### src/rtl/vend_ctrl_multi.sv
// Multi-product coin vending controller: 5/10/20 coins, per-product prices, cancel/refund,
// change paid out one coin per hopper handshake. All outputs registered; buy-to-vend latency 1 cycle.
module vend_ctrl_multi #(
    parameter int NUM_PROD   = 4,
    parameter int SEL_W      = 2,
    parameter int CREDIT_W   = 8,
    parameter int MAX_CREDIT = 100,
    parameter logic [NUM_PROD*CREDIT_W-1:0] PRICES = {8'd40, 8'd25, 8'd20, 8'd15}
) (
    input  logic                clk,
    input  logic                rst,
    input  logic [1:0]          in,
    input  logic                buy,
    input  logic [SEL_W-1:0]    sel,
    input  logic                cancel,
    output logic                out,
    output logic [SEL_W-1:0]    vend_sel,
    output logic                reject,
    output logic                deny,
    output logic [CREDIT_W-1:0] credit,
    output logic [1:0]          change,
    output logic                change_valid,
    input  logic                change_ack,
    output logic                busy
);

    typedef enum logic [1:0] {S_IDLE, S_CREDIT, S_VEND, S_CHANGE} state_t;

    localparam logic [CREDIT_W:0] MAX_C = (CREDIT_W+1)'(MAX_CREDIT);

    state_t              r_state;
    logic [CREDIT_W-1:0] r_credit;
    logic                r_out;
    logic [SEL_W-1:0]    r_vend_sel;
    logic                r_reject;
    logic                r_deny;
    logic [1:0]          r_change;
    logic                r_change_valid;
    logic                r_busy;

    logic [CREDIT_W-1:0] w_price;
    logic [CREDIT_W:0]   w_coin_val;
    logic [CREDIT_W:0]   w_sum;
    logic                w_coin_ok;
    logic                w_sel_ok;
    logic                w_can_buy;
    logic [CREDIT_W-1:0] w_chg_amt;
    logic [CREDIT_W-1:0] w_chg_rem;

    // Greedy coin choice for the hopper: tens first, a single five to finish.
    function automatic logic [1:0] pick_coin(input logic [CREDIT_W-1:0] amt);
        return (amt >= CREDIT_W'(10)) ? 2'b10 : 2'b01;
    endfunction

    always_comb begin
        w_price = '0;
        for (int i = 0; i < NUM_PROD; i++) begin
            if (32'(sel) == 32'(i)) w_price = PRICES[i*CREDIT_W +: CREDIT_W];
        end
    end

    always_comb begin
        case (in)
            2'b01:   w_coin_val = (CREDIT_W+1)'(5);
            2'b10:   w_coin_val = (CREDIT_W+1)'(10);
            2'b11:   w_coin_val = (CREDIT_W+1)'(20);
            default: w_coin_val = '0;
        endcase
    end

    // Sum carries one extra bit so an over-ceiling coin can never wrap into range.
    assign w_sum     = {1'b0, r_credit} + w_coin_val;
    assign w_coin_ok = (w_sum <= MAX_C);
    assign w_sel_ok  = (32'(sel) < 32'(NUM_PROD));
    assign w_can_buy = w_sel_ok && (r_credit >= w_price);
    assign w_chg_amt = (r_change == 2'b10) ? CREDIT_W'(10) : CREDIT_W'(5);
    assign w_chg_rem = r_credit - w_chg_amt;

    always_ff @(posedge clk) begin
        if (rst) begin
            r_state        <= S_IDLE;
            r_credit       <= '0;
            r_out          <= 1'b0;
            r_vend_sel     <= '0;
            r_reject       <= 1'b0;
            r_deny         <= 1'b0;
            r_change       <= 2'b00;
            r_change_valid <= 1'b0;
            r_busy         <= 1'b0;
        end else begin
            r_out    <= 1'b0;
            r_reject <= 1'b0;
            r_deny   <= 1'b0;
            case (r_state)
                S_IDLE, S_CREDIT: begin
                    if (cancel) begin
                        r_reject <= (in != 2'b00);
                        if (r_credit != '0) begin
                            r_state        <= S_CHANGE;
                            r_change       <= pick_coin(r_credit);
                            r_change_valid <= 1'b1;
                            r_busy         <= 1'b1;
                        end
                    end else if (buy) begin
                        r_reject <= (in != 2'b00);
                        if (w_can_buy) begin
                            r_state    <= S_VEND;
                            r_out      <= 1'b1;
                            r_vend_sel <= sel;
                            r_credit   <= r_credit - w_price;
                            r_busy     <= 1'b1;
                        end else begin
                            r_deny <= 1'b1;
                        end
                    end else if (in != 2'b00) begin
                        if (w_coin_ok) begin
                            r_credit <= w_sum[CREDIT_W-1:0];
                            r_state  <= S_CREDIT;
                        end else begin
                            r_reject <= 1'b1;
                        end
                    end
                end
                S_VEND: begin
                    r_reject <= (in != 2'b00);
                    r_deny   <= buy;
                    if (r_credit != '0) begin
                        r_state        <= S_CHANGE;
                        r_change       <= pick_coin(r_credit);
                        r_change_valid <= 1'b1;
                    end else begin
                        r_state <= S_IDLE;
                        r_busy  <= 1'b0;
                    end
                end
                S_CHANGE: begin
                    r_reject <= (in != 2'b00);
                    r_deny   <= buy;
                    if (change_ack && r_change_valid) begin
                        r_credit <= w_chg_rem;
                        if (w_chg_rem == '0) begin
                            r_state        <= S_IDLE;
                            r_change       <= 2'b00;
                            r_change_valid <= 1'b0;
                            r_busy         <= 1'b0;
                        end else begin
                            r_change <= pick_coin(w_chg_rem);
                        end
                    end
                end
                default: r_state <= S_IDLE;
            endcase
        end
    end

    assign out          = r_out;
    assign vend_sel     = r_vend_sel;
    assign reject       = r_reject;
    assign deny         = r_deny;
    assign credit       = r_credit;
    assign change       = r_change;
    assign change_valid = r_change_valid;
    assign busy         = r_busy;

endmodule
### config.mk
export PLATFORM = sky130hd
export DESIGN_NAME = vend_ctrl_multi
export DESIGN_NICKNAME = d
export VERILOG_FILES = /design/src/rtl/vend_ctrl_multi.sv
export SDC_FILE = /design/constraint.sdc
export NUM_CORES = 1
export LEC_CHECK = 0
export CORE_ASPECT_RATIO = 0.6
export CORE_MARGIN = 1.5
export CORE_UTILIZATION = 31
export CTS_BUF_LIST = sky130_fd_sc_hd__clkbuf_2
export DETAILED_ROUTE_END_ITERATION = 6
export PLACE_DENSITY = 0.46
export SLEW_MARGIN = 20
export SYNTH_ARGS = -nofsm -noshare
export SYNTH_HDL_FRONTEND = slang
export SYNTH_SLANG_ARGS = --single-unit
### constraint.sdc
create_clock -name clk -period 3 [get_ports clk]
set_input_delay 0.3 -clock clk [delete_from_list [all_inputs] [get_ports clk]]
set_output_delay 0.3 -clock clk [all_outputs]
set_load 0.005 [all_outputs]
==> impl_metrics.json, run 1 <==
{
  "postSynth.asyncResetShare_pct": 0,
  "worst_ep_required_time_ps": 3260,
  "yosysWarningCount": 0,
  "cp.arrival_ps": 3090,
  "io_pins": 26,
  "cp-end-kind": "flip-flop",
  "start_util_pct": 32.4,
  "setup_slack_ps": 175,
  "rsz0062_at_grt": "no",
  "grt_pass1_wl_microns": 9860,
  "slew_violations": 0,
  "ys_types": 55,
  "port_buffers": 25,
  "placed_area_sq_um": 2560,
  "antenna_cells": 0,
  "vias": 2063,
  "firstDrtPassIters": 4,
  "core_region_area_sq_um": 6190,
  "worst_slew_pin_slew_ps": 495,
  "yosysSeqAreaShare_pct": 19.0,
  "fp.dieArea_sq_um": 6980,
  "cts_resized": 0,
  "yosysTopAreaCellShare_pct": 19.0,
  "cts_buffers": 3,
  "start_kind": "input pin",
  "clock_latency_ps": 330,
  "postCtsHoldBufs": 0,
  "ys_ff_latch": 19,
  "synth.avg_cell_area_sq_um": 7.78,
  "synth_top_cell_by_area": "dfxtp_1",
  "grt_usage_pct": 18.6,
  "avgRoutedWirePerCell_microns": 15.7,
  "power.density_nw_per_um2": 680,
  "hold_viol_final": 0,
  "period_share_pct": 94.2,
  "stdcell_count": 392,
  "setup_viol": 0,
  "dp_cells": 388,
  "htree_levels": 1,
  "antenna_found_initial": 0,
  "synthToLayoutAreaGrowth_pct": 28.5,
  "nNetsFinal": 341,
  "synthCells": 258,
  "outcome": "finished clean",
  "drc": 0,
  "grt_max_degree": 16,
  "grt_pass1_vias": 1871,
  "final_area_sq_um": 2580,
  "critPathMaxFanout": 6,
  "p_leak_nw": 1.12,
  "critPathKind": "input pin to flip-flop",
  "clkTransAtPathRegs_ps": 210,
  "grt_remaining_overflow": 0,
  "clock_path_buffers": 2,
  "die_y_microns": 65.3,
  "maxClockFrequency_mhz": 354,
  "reg2regPathDepth": 9,
  "rows": 22,
  "routed_via_density": 5.26,
  "final_antenna_net_count": 0,
  "final_util_pct": 41.6,
  "ir_drop_mv": 0.239,
  "dpl.hpwl_microns": 5010,
  "clock_sinks": 19,
  "clock-root-buffer": "clkbuf_2",
  "max-slew-margin-rel_pct": 66.9,
  "syn_nets": 290,
  "max_cap_viol_count": 0,
  "min_path_type": "flip-flop to flip-flop",
  "routed_wl_microns": 6150,
  "drt_iter0_drc": 177,
  "period_needed_ps": 2820,
  "drive_above_1_share_pct": 14.9,
  "die_w_microns": 107,
  "cts_setup_buffers": 0,
  "synth_edf_count": 0,
  "synthFlopType": "dfxtp_1",
  "fin_skew_ps": 7.48,
  "synth_area_leaders": "dfxtp_1 (19%), ha_1 (12%), nor2_1 (4.9%), mux2i_1 (4.5%), nand2_1 (3.6%)",
  "hold_depth": 2,
  "place.gp.congestion": 0.847,
  "cts_tree": "built",
  "dp_slack_ps": -168,
  "syn_area_sq_um": 2010
}
## worst max-delay path: stages
cell and delay [ps]:
clkdlybuf4s50_1 500, nor2b_1 70, ha_1 210, fa_1 380, a21o_1 200, a21oi_2 190
nor4b_1 250, a22oi_1 210, a211oi_4 310, o21ai_4 140, mux2_4 330
## where the power goes
part / leakage (nW) / switching (mW) / total (mW) / internal, mW
Clock: 0.0164 / 0.0920 / 0.122 / 0.0302
Sequential: 0.156 / 0.115 / 0.438 / 0.323
Combinational: 0.950 / 0.626 / 1.19 / 0.568
## flip-flops by register name, indices dropped and copies added, names as in the netlist
signal	cells
credit	8
r_state	2
deny	1
out	1
busy	1
reject	1
change	2
change_valid	1
vend_sel	2
## final timing paths
kind,slack [ps],endpoint,start
setup reg to reg,270,credit[2]$_SDFFE_PP0P_,credit[0]$_SDFFE_PP0P_
setup / recovery,180,credit[2]$_SDFFE_PP0P_,in[1]
hold reg to reg,510,busy$_SDFFE_PP0P_,busy$_SDFFE_PP0P_
hold / removal,510,busy$_SDFFE_PP0P_,busy$_SDFFE_PP0P_
## layout by cell type (no fill, tap or decap), types with 4 or more instances in the layout
| master | Yosys | layout |
|---|---|---|
| dfxtp_1 | 19 | 19 |
| a21oi_1 | 14 | 14 |
| a211oi_1 | 7 | 7 |
| clkdlybuf4s50_1 | 0 | 25 |
| inv_1 | 11 | 11 |
| ha_1 | 20 | 20 |
| o21ai_0 | 5 | 5 |
| nand2_1 | 19 | 19 |
| o211ai_1 | 6 | 6 |
| mux2i_1 | 9 | 9 |
| buf_4 | 0 | 32 |
| a21o_1 | 4 | 4 |
| nand2b_1 | 8 | 8 |
| nor3_1 | 8 | 8 |
| nor2_1 | 26 | 26 |
| nand3_1 | 11 | 11 |
| xnor2_1 | 7 | 7 |
| and3_1 | 5 | 5 |
| nor2b_1 | 7 | 7 |
| o21ai_1 | 5 | 5 |
## synthesized netlist by cell type (3+ instances only)
cell	n
a211oi_1	7
a21o_1	4
a21oi_1	14
a22oi_1	3
and3_1	5
clkbuf_1	8
dfxtp_1	19
fa_1	3
ha_1	20
inv_1	11
mux2_4	3
mux2i_1	9
nand2_1	19
nand2b_1	8
nand3_1	11
nor2_1	26
nor2b_1	7
nor3_1	8
nor4_1	3
o211ai_1	6
o21a_1	3
o21ai_0	5
o21ai_1	5
or3_1	3
xnor2_1	7
## per-stage QoR
step | total power [mW] | hold slack, ps | TNS, ps
detailed placement | 1.63 | 483 | -827
finish | 1.75 | 509 | 0
floorplan | 1.17 | 447 | 0
CTS | 1.75 | 510 | 0
global placement | 1.64 | 473 | -1110
global route | 1.91 | 556 | 0
## layout make-up
| cell class | instances | area (sq um) |
|---|---|---|
| Clock buffer | 3 | 15.0 |
| Tap cell | 84 | 105 |
| Multi-Input combinational cell | 214 | 1530 |
| Inverter | 14 | 52.6 |
| Clock inverter | 1 | 5.00 |
| Timing Repair Buffer | 57 | 490 |
| Sequential cell | 19 | 380 |
| Fill cell | 660 | 3610 |
## per-layer routing
layer | wire (microns) | part of all wire [%] | GRT usage (%) | up-vias
li1 | - | - | - | 1044
met1 | 3540 | 58 | 30.4 | 958
met2 | 2210 | 36 | 24.8 | 59
met3 | 387 | 6.3 | 3.17 | 2
met4 | 19 | 0.31 | 2.50 | 0
met5 | 0 | 0 | 0 | -
## cell families (layout without fill, tap and decap cells)
| family | count (synthesis) | in the layout | synth area share (%) |
|---|---|---|---|
| multiplexers | 13 | 13 | 7.29 |
| XOR/XNOR | 9 | 9 | 3.93 |
| flip-flops | 19 | 19 | 19.0 |
| buffers and inverters | 25 | 75 | 4.80 |
| AO/OA/AOI/OAI | 70 | 70 | 25.1 |
| adder cells (fa/ha/maj) | 23 | 23 | 15.5 |
| AND/OR/NAND/NOR | 99 | 99 | 24.5 |
(Power assumes the default switching activity.)
==> run 2, diff against run 1 <==
--- a/config.mk
+++ b/config.mk
@@ -10,6 +10,8 @@
 export CORE_UTILIZATION = 31
 export CTS_BUF_LIST = sky130_fd_sc_hd__clkbuf_2
 export DETAILED_ROUTE_END_ITERATION = 6
+export GPL_ROUTABILITY_DRIVEN = 0
+export HOLD_SLACK_MARGIN = 0.06
 export PLACE_DENSITY = 0.46
 export SLEW_MARGIN = 20
 export SYNTH_ARGS = -nofsm -noshare
==> results of run 2 <==
No change in the layout: final DEF, timing and power equal those of run 1.
